==> src/rtl/pe_ld_arb_pkg.sv <==
// Shared sizing helpers and types for the PE load-unit arbiter.
package pe_ld_arb_pkg;

  localparam int unsigned N_REQ_DEF   = 4;
  localparam int unsigned ADDR_W_DEF  = 16;
  localparam int unsigned DATA_W_DEF  = 32;
  localparam int unsigned MAX_OUT_DEF = 4;

  // A requester ID needs at least one bit even when only one requester exists.
  function automatic int unsigned id_width(input int unsigned n);
    return (n > 1) ? int'($clog2(n)) : 1;
  endfunction

  localparam int unsigned ID_W  = id_width(N_REQ_DEF);
  localparam int unsigned CNT_W = $clog2(MAX_OUT_DEF + 1);

  typedef logic [ID_W-1:0] req_id_t;

endpackage

==> src/rtl/pe_ld_unit_arbiter_if.sv <==
// Bundle of requester, memory-unit and status signals around the load arbiter.
interface pe_ld_unit_arbiter_if #(
  parameter int unsigned N_REQ   = 4,
  parameter int unsigned ADDR_W  = 16,
  parameter int unsigned DATA_W  = 32,
  parameter int unsigned MAX_OUT = 4
);
  localparam int unsigned CntW = $clog2(MAX_OUT + 1);

  logic [N_REQ-1:0]        req_vld;
  logic [N_REQ*ADDR_W-1:0] req_addr;
  logic [N_REQ-1:0]        gnt;
  logic                    mem_req_vld;
  logic [ADDR_W-1:0]       mem_req_addr;
  logic                    mem_req_rdy;
  logic                    mem_rsp_vld;
  logic [DATA_W-1:0]       mem_rsp_data;
  logic [N_REQ-1:0]        rsp_vld;
  logic [DATA_W-1:0]       rsp_data;
  logic [CntW-1:0]         outstanding;
  logic                    idle;
  logic                    err_spurious;

  modport slave (
    input  req_vld, req_addr, mem_req_rdy, mem_rsp_vld, mem_rsp_data,
    output gnt, mem_req_vld, mem_req_addr, rsp_vld, rsp_data, outstanding, idle, err_spurious
  );

  modport master (
    output req_vld, req_addr, mem_req_rdy, mem_rsp_vld, mem_rsp_data,
    input  gnt, mem_req_vld, mem_req_addr, rsp_vld, rsp_data, outstanding, idle, err_spurious
  );

endinterface

==> src/rtl/pe_ld_id_fifo.sv <==
// In-order tracking FIFO of requester IDs; the occupancy count is the outstanding-load count.
module pe_ld_id_fifo #(
  parameter  int unsigned Depth = 4,
  parameter  int unsigned IdW   = 2,
  localparam int unsigned PtrW  = (Depth > 1) ? $clog2(Depth) : 1,
  localparam int unsigned CntW  = $clog2(Depth + 1)
) (
  input  logic            clk,
  input  logic            rst,
  input  logic            push,
  input  logic [IdW-1:0]  push_id,
  input  logic            pop,
  output logic [IdW-1:0]  head_id,
  output logic            full,
  output logic            empty,
  output logic [CntW-1:0] count
);

  logic [IdW-1:0]  mem_q [Depth];
  logic [PtrW-1:0] wr_ptr_q, rd_ptr_q;
  logic [CntW-1:0] count_q;

  // Explicit wrap so Depth need not be a power of two.
  function automatic logic [PtrW-1:0] wrap_inc(input logic [PtrW-1:0] p);
    return (p == PtrW'(Depth - 1)) ? '0 : p + 1'b1;
  endfunction

  always_ff @(posedge clk) begin
    if (rst) begin
      wr_ptr_q <= '0;
      rd_ptr_q <= '0;
      count_q  <= '0;
    end else begin
      if (push) wr_ptr_q <= wrap_inc(wr_ptr_q);
      if (pop)  rd_ptr_q <= wrap_inc(rd_ptr_q);
      count_q <= count_q + CntW'(push) - CntW'(pop);
    end
  end

  always_ff @(posedge clk) begin
    if (push) mem_q[wr_ptr_q] <= push_id;
  end

  assign head_id = mem_q[rd_ptr_q];
  assign full    = (count_q == CntW'(Depth));
  assign empty   = (count_q == '0);
  assign count   = count_q;

endmodule

==> src/rtl/pe_ld_unit_arbiter.sv <==
// Round-robin sharing of one memory load port among N_REQ requesters, with in-order
// response routing back to the requester that issued each load.
module pe_ld_unit_arbiter
  import pe_ld_arb_pkg::*;
#(
  parameter int unsigned N_REQ   = N_REQ_DEF,
  parameter int unsigned ADDR_W  = ADDR_W_DEF,
  parameter int unsigned DATA_W  = DATA_W_DEF,
  parameter int unsigned MAX_OUT = MAX_OUT_DEF
) (
  input logic                 clk,
  input logic                 rst,
  pe_ld_unit_arbiter_if.slave bus
);

  localparam int unsigned IdW  = id_width(N_REQ);
  localparam int unsigned CntW = $clog2(MAX_OUT + 1);

  logic [IdW-1:0]   rr_ptr_q, sel, head_id;
  logic [N_REQ-1:0] gnt, rsp_vld;
  logic [CntW-1:0]  count;
  logic             any_req, mem_vld, full, empty, push, pop, err_q;

  function automatic logic [IdW-1:0] rr_pick(input logic [N_REQ-1:0] vld,
                                             input logic [IdW-1:0]   ptr);
    logic [IdW-1:0] pick;
    logic           found;
    int unsigned    idx;
    pick  = '0;
    found = 1'b0;
    for (int unsigned k = 0; k < N_REQ; k++) begin
      idx = (32'(ptr) + k) % N_REQ;
      if (!found && vld[idx]) begin
        found = 1'b1;
        pick  = IdW'(idx);
      end
    end
    return pick;
  endfunction

  assign any_req = |bus.req_vld;
  assign sel     = rr_pick(bus.req_vld, rr_ptr_q);
  // Full comes from the registered count, so a same-cycle pop never frees a slot.
  assign mem_vld = any_req & ~full;
  assign push    = mem_vld & bus.mem_req_rdy;
  assign pop     = bus.mem_rsp_vld & ~empty;

  always_comb begin
    gnt     = '0;
    rsp_vld = '0;
    if (push) gnt[sel]         = 1'b1;
    if (pop)  rsp_vld[head_id] = 1'b1;
  end

  always_ff @(posedge clk) begin
    if (rst) begin
      rr_ptr_q <= '0;
      err_q    <= 1'b0;
    end else begin
      if (push) rr_ptr_q <= (sel == IdW'(N_REQ - 1)) ? '0 : sel + 1'b1;
      if (bus.mem_rsp_vld && empty) err_q <= 1'b1;
    end
  end

  pe_ld_id_fifo #(
    .Depth (MAX_OUT),
    .IdW   (IdW)
  ) u_id_fifo (
    .clk     (clk),
    .rst     (rst),
    .push    (push),
    .push_id (sel),
    .pop     (pop),
    .head_id (head_id),
    .full    (full),
    .empty   (empty),
    .count   (count)
  );

  assign bus.gnt          = gnt;
  assign bus.mem_req_vld  = mem_vld;
  assign bus.mem_req_addr = any_req ? bus.req_addr[sel*ADDR_W +: ADDR_W] : '0;
  assign bus.rsp_vld      = rsp_vld;
  assign bus.rsp_data     = bus.mem_rsp_data;
  assign bus.outstanding  = count;
  assign bus.idle         = (count == '0);
  assign bus.err_spurious = err_q;

  gnt_onehot_a: assert property (@(posedge clk) disable iff (rst) $onehot0(gnt));
  gnt_has_req_a: assert property (@(posedge clk) disable iff (rst) (gnt & ~bus.req_vld) == '0);
  no_push_full_a: assert property (@(posedge clk) disable iff (rst) push |-> !full);
  rsp_onehot_a: assert property (@(posedge clk) disable iff (rst) $onehot0(rsp_vld));
  spurious_flag_a: assert property (@(posedge clk) disable iff (rst)
    (bus.mem_rsp_vld && empty) |=> err_q);

  for (genvar i = 0; i < N_REQ; i++) begin : g_addr_stable
    addr_stable_a: assert property (@(posedge clk) disable iff (rst)
      (bus.req_vld[i] && !gnt[i]) |=> $stable(bus.req_addr[i*ADDR_W +: ADDR_W]));
  end

endmodule
==> src/flat_wrapper.sv <==
// flat-port wrapper written by rule: the top's interface ports become plain ports
module pe_ld_unit_arbiter_flat import pe_ld_arb_pkg::*;
#(
  parameter int unsigned N_REQ   = N_REQ_DEF,
  parameter int unsigned ADDR_W  = ADDR_W_DEF,
  parameter int unsigned DATA_W  = DATA_W_DEF,
  parameter int unsigned MAX_OUT = MAX_OUT_DEF
)
  (clk, rst, bus_req_vld, bus_req_addr, bus_mem_req_rdy, bus_mem_rsp_vld, bus_mem_rsp_data, bus_gnt, bus_mem_req_vld, bus_mem_req_addr, bus_rsp_vld, bus_rsp_data, bus_outstanding, bus_idle, bus_err_spurious);
  pe_ld_unit_arbiter_if #(.N_REQ(N_REQ), .ADDR_W(ADDR_W), .DATA_W(DATA_W), .MAX_OUT(MAX_OUT)) bus_i ();
  input logic clk;
  input logic rst;
  input wire logic [$bits(bus_i.req_vld)-1:0] bus_req_vld;
  input wire logic [$bits(bus_i.req_addr)-1:0] bus_req_addr;
  input wire logic [$bits(bus_i.mem_req_rdy)-1:0] bus_mem_req_rdy;
  input wire logic [$bits(bus_i.mem_rsp_vld)-1:0] bus_mem_rsp_vld;
  input wire logic [$bits(bus_i.mem_rsp_data)-1:0] bus_mem_rsp_data;
  output wire logic [$bits(bus_i.gnt)-1:0] bus_gnt;
  output wire logic [$bits(bus_i.mem_req_vld)-1:0] bus_mem_req_vld;
  output wire logic [$bits(bus_i.mem_req_addr)-1:0] bus_mem_req_addr;
  output wire logic [$bits(bus_i.rsp_vld)-1:0] bus_rsp_vld;
  output wire logic [$bits(bus_i.rsp_data)-1:0] bus_rsp_data;
  output wire logic [$bits(bus_i.outstanding)-1:0] bus_outstanding;
  output wire logic [$bits(bus_i.idle)-1:0] bus_idle;
  output wire logic [$bits(bus_i.err_spurious)-1:0] bus_err_spurious;
  assign bus_i.req_vld = bus_req_vld;
  assign bus_i.req_addr = bus_req_addr;
  assign bus_i.mem_req_rdy = bus_mem_req_rdy;
  assign bus_i.mem_rsp_vld = bus_mem_rsp_vld;
  assign bus_i.mem_rsp_data = bus_mem_rsp_data;
  assign bus_gnt = bus_i.gnt;
  assign bus_mem_req_vld = bus_i.mem_req_vld;
  assign bus_mem_req_addr = bus_i.mem_req_addr;
  assign bus_rsp_vld = bus_i.rsp_vld;
  assign bus_rsp_data = bus_i.rsp_data;
  assign bus_outstanding = bus_i.outstanding;
  assign bus_idle = bus_i.idle;
  assign bus_err_spurious = bus_i.err_spurious;
  pe_ld_unit_arbiter #(.N_REQ(N_REQ), .ADDR_W(ADDR_W), .DATA_W(DATA_W), .MAX_OUT(MAX_OUT)) u_core (.clk(clk), .rst(rst), .bus(bus_i));
endmodule
==> config.mk <==
export PLATFORM = sky130hd
export DESIGN_NAME = pe_ld_unit_arbiter_flat
export DESIGN_NICKNAME = d
export VERILOG_FILES = /design/src/rtl/pe_ld_arb_pkg.sv /design/src/rtl/pe_ld_unit_arbiter_if.sv /design/src/rtl/pe_ld_id_fifo.sv /design/src/rtl/pe_ld_unit_arbiter.sv /design/src/flat_wrapper.sv
export SDC_FILE = /design/constraint.sdc
export NUM_CORES = 1
export LEC_CHECK = 0
export BUFFER_PORTS_ARGS = -buffer_cell sky130_fd_sc_hd__buf_2
export CAP_MARGIN = 25
export CORE_AREA = 2 2 76 78
export DETAILED_ROUTE_END_ITERATION = 16
export DIE_AREA = 0 0 78 80
export PLACE_DENSITY_LB_ADDON = 0.08
export SLEW_MARGIN = 30
export SYNTH_ARGS = -nofsm -noshare
export SYNTH_HDL_FRONTEND = slang
export SYNTH_SLANG_ARGS = --single-unit
==> constraint.sdc <==
create_clock -name clk -period 2.3 [get_ports clk]
set_input_delay 0.46 -clock clk [delete_from_list [all_inputs] [get_ports clk]]
set_output_delay 0.46 -clock clk [all_outputs]
set_load 0.01 [all_outputs]
### Word level (Yosys, flattened, before mapping)

Memory sizes are Yosys's and may differ from the RTL's. A register that Yosys moved wholly into a read port is not among the register bits.
Index checks and enable logic that the tools add are counted.

* input port bits: 104
* memories kept: 1
* word-level logic and storage cells: 72
* register bits after elaboration: 10
* bits in writable memories: 8

Memories
* u_core.u_id_fifo.mem_q: depth 4, width 2, read ports 1, clocked after memory_dff 1, write ports 1, RTL line pe_ld_id_fifo.sv:19 `logic [IdW-1:0] mem_q [Depth];`

* mux-type cells: 29
* add/sub/neg operators: 8
* reduce and logical (&&, ||, !) cells: 11
* equal/unequal tests: 4
* shifts and indexed selects: 1
* magnitude comparators: 8
* bitwise gates (word level): 5

Operators with widths (number)
* variable part select 64 x 7 -> 16 bit: 1
* less-than comparator 2 x 3 -> 1 bit, second input constant: 6
* two-way mux 2 bit: 9
* two-way mux 16 bit: 1
* two-way mux 1 bit: 11
* adder 2 x 1 -> 2 bit, second input constant: 4
* binary-select mux 1 bit (select 2 bit): 4
* two-way mux 4 bit: 2
* equality test 2 bit, second input constant: 3
* logical AND 1 bit: 6
* adder 2 bit, second input constant: 2
* demux 1 bit (select 2 bit): 2
* >= comparator 2 x 1 -> 1 bit, second input constant: 2
* OR reduction 4 bit: 1
* adder 3 x 1 -> 3 bit: 1
* bitwise AND 1 bit: 3
* equality test 3 bit, second input constant: 1
* zero test 1 bit: 3
* zero test 3 bit: 1
* subtractor 3 x 1 -> 3 bit: 1
* inverter 1 bit: 2

### Depth between registers and ports, before layout

Gate-level depths: netlist of the first run.

* depth in word-level cells: 17
* gate-level depth with buffers: 12
* mapped depth without buffers: 11

### Modules after synthesis

Synthesis of the first run repeated with hierarchy kept, for this count alone.

* cell total of the unflattened synthesis: 186
* area, all modules: 1829.3 µm²

Modules (own cells, without submodules)
* pe_ld_unit_arbiter: times used 1, area an instance 1086.0 µm², cells an instance 133
* pe_ld_id_fifo: times used 1, area an instance 743.2 µm², cells an instance 53

### Worst setup path after synthesis of the first run

No wires, ideal clock.

* kind: flip-flop to flip-flop
* from: register u_core.u_id_fifo.count_q[1] (netlist: u_core.u_id_fifo.count[1])
* to: register u_core.u_id_fifo.count_q[2] (netlist: u_core.u_id_fifo.count[2])
* setup time: 129 ps
* slack: -112 ps
* arrival time: 2284 ps
* stages on the path, launching flop included: 11
* path buffers: 0
* cell sequence: dfxtp_1 nor3_1 nand2b_1 inv_1 ha_1 inv_1 ha_1 fa_1 xnor2_1 xnor2_1 nor2_1

RTL lines
* from (decl): RTL line pe_ld_id_fifo.sv:21 `logic [CntW-1:0] count_q;`
* from (signal assigned): RTL line pe_ld_id_fifo.sv:36 `count_q <= count_q + CntW'(push) - CntW'(pop);`
* zero test 3 bit
* named net bus_idle: RTL line flat_wrapper.sv:24 `output wire logic [$bits(bus_i.idle)-1:0] bus_idle;`
* inverter 1 bit: RTL line pe_ld_unit_arbiter.sv:46 `assign pop = bus.mem_rsp_vld & ~empty;`
* bitwise AND 1 bit: RTL line pe_ld_unit_arbiter.sv:46
* named net u_core.pop: RTL line pe_ld_unit_arbiter.sv:22 `logic any_req, mem_vld, full, empty, push, pop, err_q;`
* subtractor 3 x 1 -> 3 bit: RTL line pe_ld_id_fifo.sv:36

The timed path passes the listed nets, and every way through them passes these cells.
A chain may end at the register's enable or synchronous reset.

### Final worst setup path of the first run

* from: input bus_req_vld[3]
* to: output bus_mem_req_addr[8]

* word-level cells in the longest chain between the ends: 14

RTL lines
* from (decl): RTL line flat_wrapper.sv:13 `input wire logic [$bits(bus_i.req_vld)-1:0] bus_req_vld;`
* binary-select mux 1 bit (select 2 bit): RTL line pe_ld_unit_arbiter.sv:33 `if (!found && vld[idx]) begin`
* two-way mux 1 bit (not written as such): RTL line pe_ld_unit_arbiter.sv:33
* two-way mux 1 bit: RTL line pe_ld_unit_arbiter.sv:33
* zero test 1 bit: RTL line pe_ld_unit_arbiter.sv:33
* logical AND 1 bit: RTL line pe_ld_unit_arbiter.sv:33
* two-way mux 1 bit: RTL line pe_ld_unit_arbiter.sv:33
* zero test 1 bit: RTL line pe_ld_unit_arbiter.sv:33
* logical AND 1 bit: RTL line pe_ld_unit_arbiter.sv:33
* two-way mux 1 bit: RTL line pe_ld_unit_arbiter.sv:33
* zero test 1 bit: RTL line pe_ld_unit_arbiter.sv:33
* logical AND 1 bit: RTL line pe_ld_unit_arbiter.sv:33
* two-way mux 2 bit: RTL line pe_ld_unit_arbiter.sv:33
* variable part select 64 x 7 -> 16 bit: RTL line pe_ld_unit_arbiter.sv:82 `assign bus.mem_req_addr = any_req ? bus.req_addr[sel*ADDR_W +: ADDR_W] : '0;`
* two-way mux 16 bit *: RTL line pe_ld_unit_arbiter.sv:82
* to (decl): RTL line flat_wrapper.sv:20 `output wire logic [$bits(bus_i.mem_req_addr)-1:0] bus_mem_req_addr;`

Mark *: on every way between the ends. The rest lies on a longest branch, timed or not. The select of a mux whose other input is x is not followed.

==> results of run 1 <==
[logic make-up after synthesis]
logic type                 share of synthesized area
buffers and inverters                          0.199
DFF                                            0.276
xor gates and xnor gates                      0.0151
muxes                                          0.210
AOI/OAI and AO/OA                              0.115
adders and majority gates                     0.0619
and+or+nand+nor                                0.122
[final timing paths]
kind,startpoint,endpoint,depth (start not counted)
max,bus_req_vld[3],bus_mem_req_addr[8],9
min,bus_mem_rsp_vld,u_core.bus.err_spurious$_SDFFE_PP0P_,3
max reg2reg,u_core.u_id_fifo.count[1]$_SDFF_PP0_,u_core.u_id_fifo.count[2]$_SDFF_PP0_,11
min reg2reg,u_core.bus.err_spurious$_SDFFE_PP0P_,u_core.bus.err_spurious$_SDFFE_PP0P_,2
[metal layers]
layer	wire, µm	track usage	vias to the layer above
li1	-	-	790
met1	1680	0.156	700
met2	2430	0.247	83
met3	478	0.0532	2
met4	29	0.0368	0
met5	0	0	-
[timing repair]
item	CTS	global route
setup buffers	0	1
endpoints found under the setup margin	18	18
resized for setup	7	6
pin swaps	1	0
[final cells by class]
type / count / area share
clock buffers: 4 / 0.0194
inverters: 9 / 0.0167
multi-input cells: 116 / 0.436
flip-flops and latches: 20 / 0.210
well taps: 72 / 0.0387
repair buffers: 117 / 0.280
[cell usage in the layout, fill, tap and decap left out, types with 2 or more instances in the layout]
cell type and count:
a21oi_1 4, o22ai_1 16, nor2b_1 3, buf_12 2, mux4_2 2, nor2b_2 3
o21ai_0 2, nor3_1 6, buf_4 14, edfxtp_1 8, clkbuf_8 3, xnor2_1 2
and3_1 5, a21oi_2 2, nand2_1 7, buf_2 101, dfxtp_2 3, mux2i_1 30
mux2i_2 2, ha_1 5, inv_1 7, a211oi_1 2, dfxtp_1 8, nor2_1 8
[power by group through the flow]
| stage | Clock (mW) | Combinational (mW) | Sequential [mW] |
|---|---|---|---|
| floorplan | 0 | 0.704 | 0.520 |
| global placement | 0 | 1.01 | 0.522 |
| detailed placement | 0 | 1.01 | 0.521 |
| CTS | 0.235 | 1.02 | 0.517 |
| global route | 0.255 | 1.14 | 0.534 |
| finish | 0.226 | 1.02 | 0.524 |
[through the flow]
step / cell area [µm²] / power (mW) / setup WS, ns / cells
after floorplan: 1790 / 1.22 / 0.00423 / 186
after global routing: 2330 / 1.93 / -0.104 / 338
final: 2330 / 1.77 / 0.0519 / 338
after detailed placement: 2230 / 1.53 / -0.0862 / 333
after CTS: 2300 / 1.77 / 0.0133 / 337
after global placement: 2230 / 1.53 / -0.0728 / 333
[worst max-delay path, delay by kind of cell]
kind            cells  cell delay [ns]
buf+inv             4             0.65
compound gates      2             0.29
mux                 1             0.21
simple gates        2             0.17
[registers in the layout, indices dropped and copies added, names as in the netlist, named ones only]
register,cells
u_core.rr_ptr_q,2
u_core.u_id_fifo.wr_ptr_q,2
u_core.bus.err_spurious,1
u_core.u_id_fifo.count,3
u_core.u_id_fifo.rd_ptr_q,2
u_core.u_id_fifo.mem_q,8
==> metrics.cfg, run 1 <==
[outcome]
outcome = finished clean

[route]
wl_per_cell_um = 13.7
routed_wl_um = 4620
avgViaCountPerCell = 4.66
drt-initial-drc-count = 43
drtAntennaViolNets = 0
drc_errors = 0
drtPass1Iterations = 4
num_vias = 1575

[worst_hold_path]
hp-class = input pin to flip-flop

[sta]
finalMaxSlewViolations = 0
fin_crit_ns = 2.25
hold_violations = 0
worst_pin_slew_ns = 0.300
skew_ns = 0.00145
whs_ns = 0.451
clock.fmax_mhz = 445
tns_ns = 0
rsz0062_at_grt = yes
fin_crit_sh = 0.977
slew_headroom = 0.800
setup_viol = 0

[clock_tree]
cts_buffers = 3
clk_path_buf_depth = 2
root_buffer = clkbuf_8
ctsHtreeMaxLevel = 1
insertion_delay_ns = 0.25
cts_hold_buffers = 0
numClockSinks = 20
cts_tree = done
cts.clk_slew.worst_paths_ns = 0.07

[die]
core_region_area_um2 = 5410
dieArea_um2 = 6240
initial_core_util = 0.322
std_cell_rows = 27
die_y_um = 80
die_w_um = 78
io_pins = 166

[pwr]
p_int_mw = 1.10
leakagePower_nw = 1.21
p_per_area_nw_per_um2 = 761
seq_power_share = 0.296
swShare = 0.378
p_switching_uw = 669
irDropWorstVdd_v = 0.000281
p_comb_frac = 0.577
pwr-share-clk = 0.128

[synth]
synth_cell_types = 33
synthTopCellsByArea = mux2i_1 18%, buf_4 14%, dfxtp_1 14%
yosys_warnings = 0
synth_seq_cells = 20
yosys-top-cells-count = 33 x buf_4, 32 x mux2i_1, 17 x o22ai_1, 12 x dfxtp_1
ys_dominant_reg_cell = dfxtp_1
syn-cell-area_um2 = 1740
syn_area_per_cell_um2 = 9.35
syn_inst = 186
synth_area_leader_cell = mux2i_1
synth_top_area_share = 0.184
ys_seq_area_frac = 0.276
yosysMostFrequentCell = buf_4
synth_edf_count = 8
async_flop_share = 0
synth_nets = 298

[setup_path]
crit_path_frequent_cell = buf_2
cp-start-kind = input pin
critPathSlowestCell = buf_12
max_stage_delay_ns = 0.22
crit_chain = buf_2, buf_4, nor2b_2, nor3b_2, o22ai_4, buf_12, mux2i_1, o22ai_1, buf_2
crit_type = input pin to primary output
cp.arrival_ns = 1.79
critical_path_required_ns = 1.84
end_kind = primary output
rrSetupSlack_ns = 0.14
crit_fanout = 21

[cells_and_area]
final_core_util = 0.430
area_growth_pct = 33.7
drive_above_1_share = 0.545
regArea_um2 = 488
fin_nets = 379
multi_input_area_um2 = 1010
nFillCells = 574
antennaDiodeCount = 0

[place]
dp_hpwl_um = 3930
port_buffers = 101
gp_congestion = 0.745

[global_routing]
grt_pass1_wl_um = 7040
grt_max_degree = 22
grt_antenna_before_repair = 0
grt_usage = 0.139
gr-total-overflow = 0
grt_pass1_vias = 1480

[flow_run]
cap_viol_max_count = 0

(Power assumes the default switching activity.)
==> run 2: changes to the inputs <==
CORE_AREA = 2 2 77 79   (was 2 2 76 78)
DIE_AREA = 0 0 79 81   (was 0 0 78 80)
SYNTH_HIERARCHICAL = 1   (was not set)
==> run 2 against run 1 <==
  * Sequential share of layout area fell by 1.2 points
  * Clock skew is 0.00061 ns higher
  * Critical path depth is 1 lower
  * Critical path type is now flip-flop to primary output
  * Highest routed layer unchanged
  * Synthesized cell count did not move
  * Core utilization up 0.13 points
  * Cell area increased by 5.3%
  * Global-route usage increased by 0.060 points
  * Final cell count is 2.7% higher
  * Flip-flop and latch count unchanged
==> metrics.cfg, run 2 <==
[outcome]
outcome = finished clean  ; unchanged

[synth]
syn_area_per_cell_um2 = 9.83  ; was 9.35 µm²
synth_area_leader_cell = mux2i_1  ; unchanged
synth_nets = 302  ; was 298
synth_edf_count = 8  ; unchanged
synthTopCellsByArea = mux2i_1 19%, dfxtp_1 13%, buf_4 13%  ; was mux2i_1 18%, buf_4 14%, dfxtp_1 14%
async_flop_share = 0  ; unchanged
ys_dominant_reg_cell = dfxtp_1  ; unchanged
syn_inst = 186  ; unchanged
synth_top_area_share = 0.192  ; was 0.184
synth_cell_types = 34  ; was 33
syn-cell-area_um2 = 1830  ; was 1740 µm²
yosys_warnings = 6  ; was 0
yosysMostFrequentCell = mux2i_1  ; was buf_4
synth_seq_cells = 20  ; unchanged
ys_seq_area_frac = 0.263  ; was 0.276
yosys-top-cells-count = 35 x mux2i_1, 32 x buf_4, 16 x o22ai_1, 12 x dfxtp_1  ; was 33 x buf_4, 32 x mux2i_1, 17 x o22ai_1, 12 x dfxtp_1

[setup_path]
cp-start-kind = flip-flop  ; was input pin
end_kind = primary output  ; unchanged
reg2reg_depth = 7  ; was 11
rrSetupSlack_ns = 0.30  ; was 0.14 ns
crit_type = flip-flop to primary output  ; was input pin to primary output
worstReg2RegStart = u_core/u_id_fifo/count[0]$_SDFF_PP0_  ; was u_core.u_id_fifo.count[1]$_SDFF_PP0_
cp.arrival_ns = 1.76  ; was 1.79 ns
cp_top_family = buffers and inverters  ; unchanged
max_stage_delay_ns = 0.39  ; was 0.22 ns
critical_path_required_ns = 1.84  ; about the same
crit_path_frequent_cell = buf_12  ; was buf_2
critPathSlowestCell = dfxtp_4  ; was buf_12
cp.buffers_inverters = 3  ; was 4
crit_chain = nor2b_4, nor2_4, a2bb2oi_4, buf_12, buf_12, mux2i_1, o22ai_1, buf_2  ; was buf_2, buf_4, nor2b_2, nor3b_2, o22ai_4, buf_12, mux2i_1, o22ai_1, buf_2
regToRegEndpoint = u_core/u_id_fifo/count[1]$_SDFF_PP0_  ; was u_core.u_id_fifo.count[2]$_SDFF_PP0_
crit_fanout = 8  ; was 21

[global_routing]
grt_pass1_vias = 1436  ; was 1,480
use_met3 = 0.0400  ; was 0.0532
grt_pass1_wl_um = 7070  ; was 7040 µm
met1_usage = 0.150  ; was 0.156
grt_max_degree = 17  ; was 22
grtUsageMet2 = 0.269  ; was 0.247
grt_busiest_layer = met2  ; unchanged
grt_antenna_before_repair = 0  ; unchanged
gr-total-overflow = 0  ; unchanged
grt_usage = 0.140  ; was 0.139

[clock_tree]
ctsHtreeMaxLevel = 1  ; unchanged
cts_tree = done  ; unchanged
cts_buffers = 3  ; unchanged
cts_hold_buffers = 0  ; unchanged
insertion_delay_ns = 0.25  ; about the same
root_buffer = clkbuf_8  ; unchanged
clk_path_buf_depth = 2  ; unchanged
cts.clk_slew.worst_paths_ns = 0.07  ; about the same
numClockSinks = 20  ; unchanged

[cells_and_area]
antennaDiodeCount = 0  ; unchanged
layout_common_cells = 100 x buf_2, 31 x mux2i_1, 16 x o22ai_1  ; was 101 x buf_2, 30 x mux2i_1, 16 x o22ai_1
area_growth_pct = 33.9  ; was 33.7%
top_register = u_core/u_id_fifo/mem_q  ; was u_core.u_id_fifo.mem_q
stdcell_count = 347  ; was 338
drive_above_1_share = 0.537  ; was 0.545
final_common_cell = buf_2  ; unchanged
final_core_util = 0.432  ; was 0.430
largest_reg_flops = 8  ; unchanged
fin_nets = 389  ; was 379

[pwr]
leakagePower_nw = 1.21  ; about the same
p_per_area_nw_per_um2 = 774  ; was 761 nW/µm²
p_int_mw = 1.19  ; was 1.10 mW
p_comb_frac = 0.607  ; was 0.577
irDropWorstVdd_v = 0.000213  ; was 0.000281 V
seq_power_share = 0.274  ; was 0.296
p_switching_uw = 704  ; was 669 µW
swShare = 0.371  ; was 0.378
total_power_mw = 1.90  ; was 1.77 mW
pwr-share-clk = 0.119  ; was 0.128

[die]
die_w_um = 79  ; was 78 µm
std_cell_rows = 28  ; was 27
initial_core_util = 0.322  ; about the same
dieArea_um2 = 6400  ; was 6240 µm²
die_y_um = 81  ; was 80 µm
io_pins = 166  ; unchanged
core_region_area_um2 = 5680  ; was 5410 µm²

[route]
num_vias = 1614  ; was 1,575
routed_wl_um = 4970  ; was 4620 µm
wl_per_cell_um = 14.3  ; was 13.7 µm
drt-initial-drc-count = 23  ; was 43
drtPass1Iterations = 4  ; unchanged
avgViaCountPerCell = 4.65  ; was 4.66
drc_errors = 0  ; unchanged
drtAntennaViolNets = 0  ; unchanged

[sta]
clock.fmax_mhz = 451  ; was 445 MHz
fin_crit_sh = 0.964  ; was 0.977
setup_viol = 0  ; unchanged
finalMaxSlewViolations = 0  ; unchanged
rsz0062_at_grt = yes  ; unchanged
slew_headroom = 0.795  ; was 0.800
tns_ns = 0  ; unchanged
fin_crit_ns = 2.22  ; was 2.25 ns
worst_slack_ns = 0.0838  ; was 0.0519 ns
hold_violations = 0  ; unchanged
worst_pin_slew_ns = 0.307  ; was 0.300 ns
skew_ns = 0.00206  ; was 0.00145 ns

[place]
dp_cells = 336  ; was 333
gp_congestion = 0.702  ; was 0.745
preCtsSetupSlack_ns = 0.0261  ; was -0.0862 ns
port_buffers = 101  ; unchanged
dp_hpwl_um = 4100  ; was 3930 µm

[worst_hold_path]
hp-class = input pin to flip-flop  ; unchanged
whs_path_depth = 3  ; unchanged
min_from = bus_mem_rsp_vld  ; unchanged
whs_endpoint = u_core/bus.err_spurious$_SDFFE_PP0P_  ; was u_core.bus.err_spurious$_SDFFE_PP0P_

[flow_run]
cap_viol_max_count = 0  ; unchanged

[run 2: cell count changes after synthesis, moves of 3 or more]
cell     before  now
nand2_1       7    3
mux2i_1      32   35
nor3_1        8    3
and2_1        1    4
xnor2_1       3    0
buf_6         4    1
nor2_1        8   11
ha_1          7   11
[run 2: layer usage]
metal,part of all wire,vias to the layer above
met5,0,-
met4,0.0028,0
met3,0.084,2
met2,0.56,72
met1,0.35,740
li1,-,800
[run 2: kinds of logic after synthesis]
kind of cell | synth area share
buffers and inverters | 0.194
AND/OR/NAND/NOR | 0.138
multiplexers | 0.216
AO/OA/AOI/OAI | 0.0896
flip-flops | 0.263
adder cells (fa/ha/maj) | 0.0862
XOR/XNOR | 0.0130
[run 2: worst max path at each step]
| stage | startpoint | end | slack [ns] | cells after the start |
|---|---|---|---|---|
| after floorplan | bus_req_vld[2] | bus_gnt[2] | 0.22 | 8 |
| after global placement | bus_req_vld[0] | bus_mem_req_addr[9] | 0.03 | 9 |
| after detailed placement | bus_req_vld[0] | bus_mem_req_addr[10] | 0.03 | 9 |
| after CTS | bus_req_vld[0] | bus_mem_req_addr[10] | 0.02 | 9 |
| after global routing | u_core/rr_ptr_q[0]$_SDFFE_PP0P_ | bus_mem_req_addr[10] | -0.02 | 8 |
| final | u_core/rr_ptr_q[0]$_SDFFE_PP0P_ | bus_mem_req_addr[10] | 0.08 | 8 |
[run 2: metrics by stage]
step / cell area [µm²] / hold WS [ns]
3_5_place_dp: 2280 / 0.457
4_1_cts: 2320 / 0.437
5_1_grt: 2450 / 0.491
2_1_floorplan: 1830 / 0.470
6_report: 2450 / 0.455
3_3_place_gp: 2280 / 0.458
[run 2: timing repair]
item / 4_1_cts / 5_1_grt
setup buffers: 0 / 6
setup endpoints to repair: 0 / 17
gates resized for setup: 0 / 17
hold endpoints to repair: 0 / 0
[run 2: area by class of cell]
type / instances / area, µm²
clock buffers: 4 / 45.0
well taps: 75 / 93.8
inverters: 9 / 33.8
fillers: 585 / 3230
flip-flops and latches: 20 / 485
repair buffers: 121 / 742
multi-input cells: 118 / 1050
[run 2: worst reg2reg max path, cell delays in order, from the launching register on]
cell	delay [ns]
dfxtp_1	0.40
inv_1	0.08
and3_1	0.19
a21oi_2	0.26
and2_0	0.24
ha_1	0.18
fa_1	0.40
nor2b_1	0.14
[run 2: power by group through the flow]
stage	Clock, mW	Combinational, mW	Sequential, mW
6_report	0.226	1.15	0.520
3_5_place_dp	0	1.09	0.522
4_1_cts	0.238	1.09	0.516
5_1_grt	0.254	1.27	0.531
2_1_floorplan	0	0.741	0.517
3_3_place_gp	0	1.09	0.524
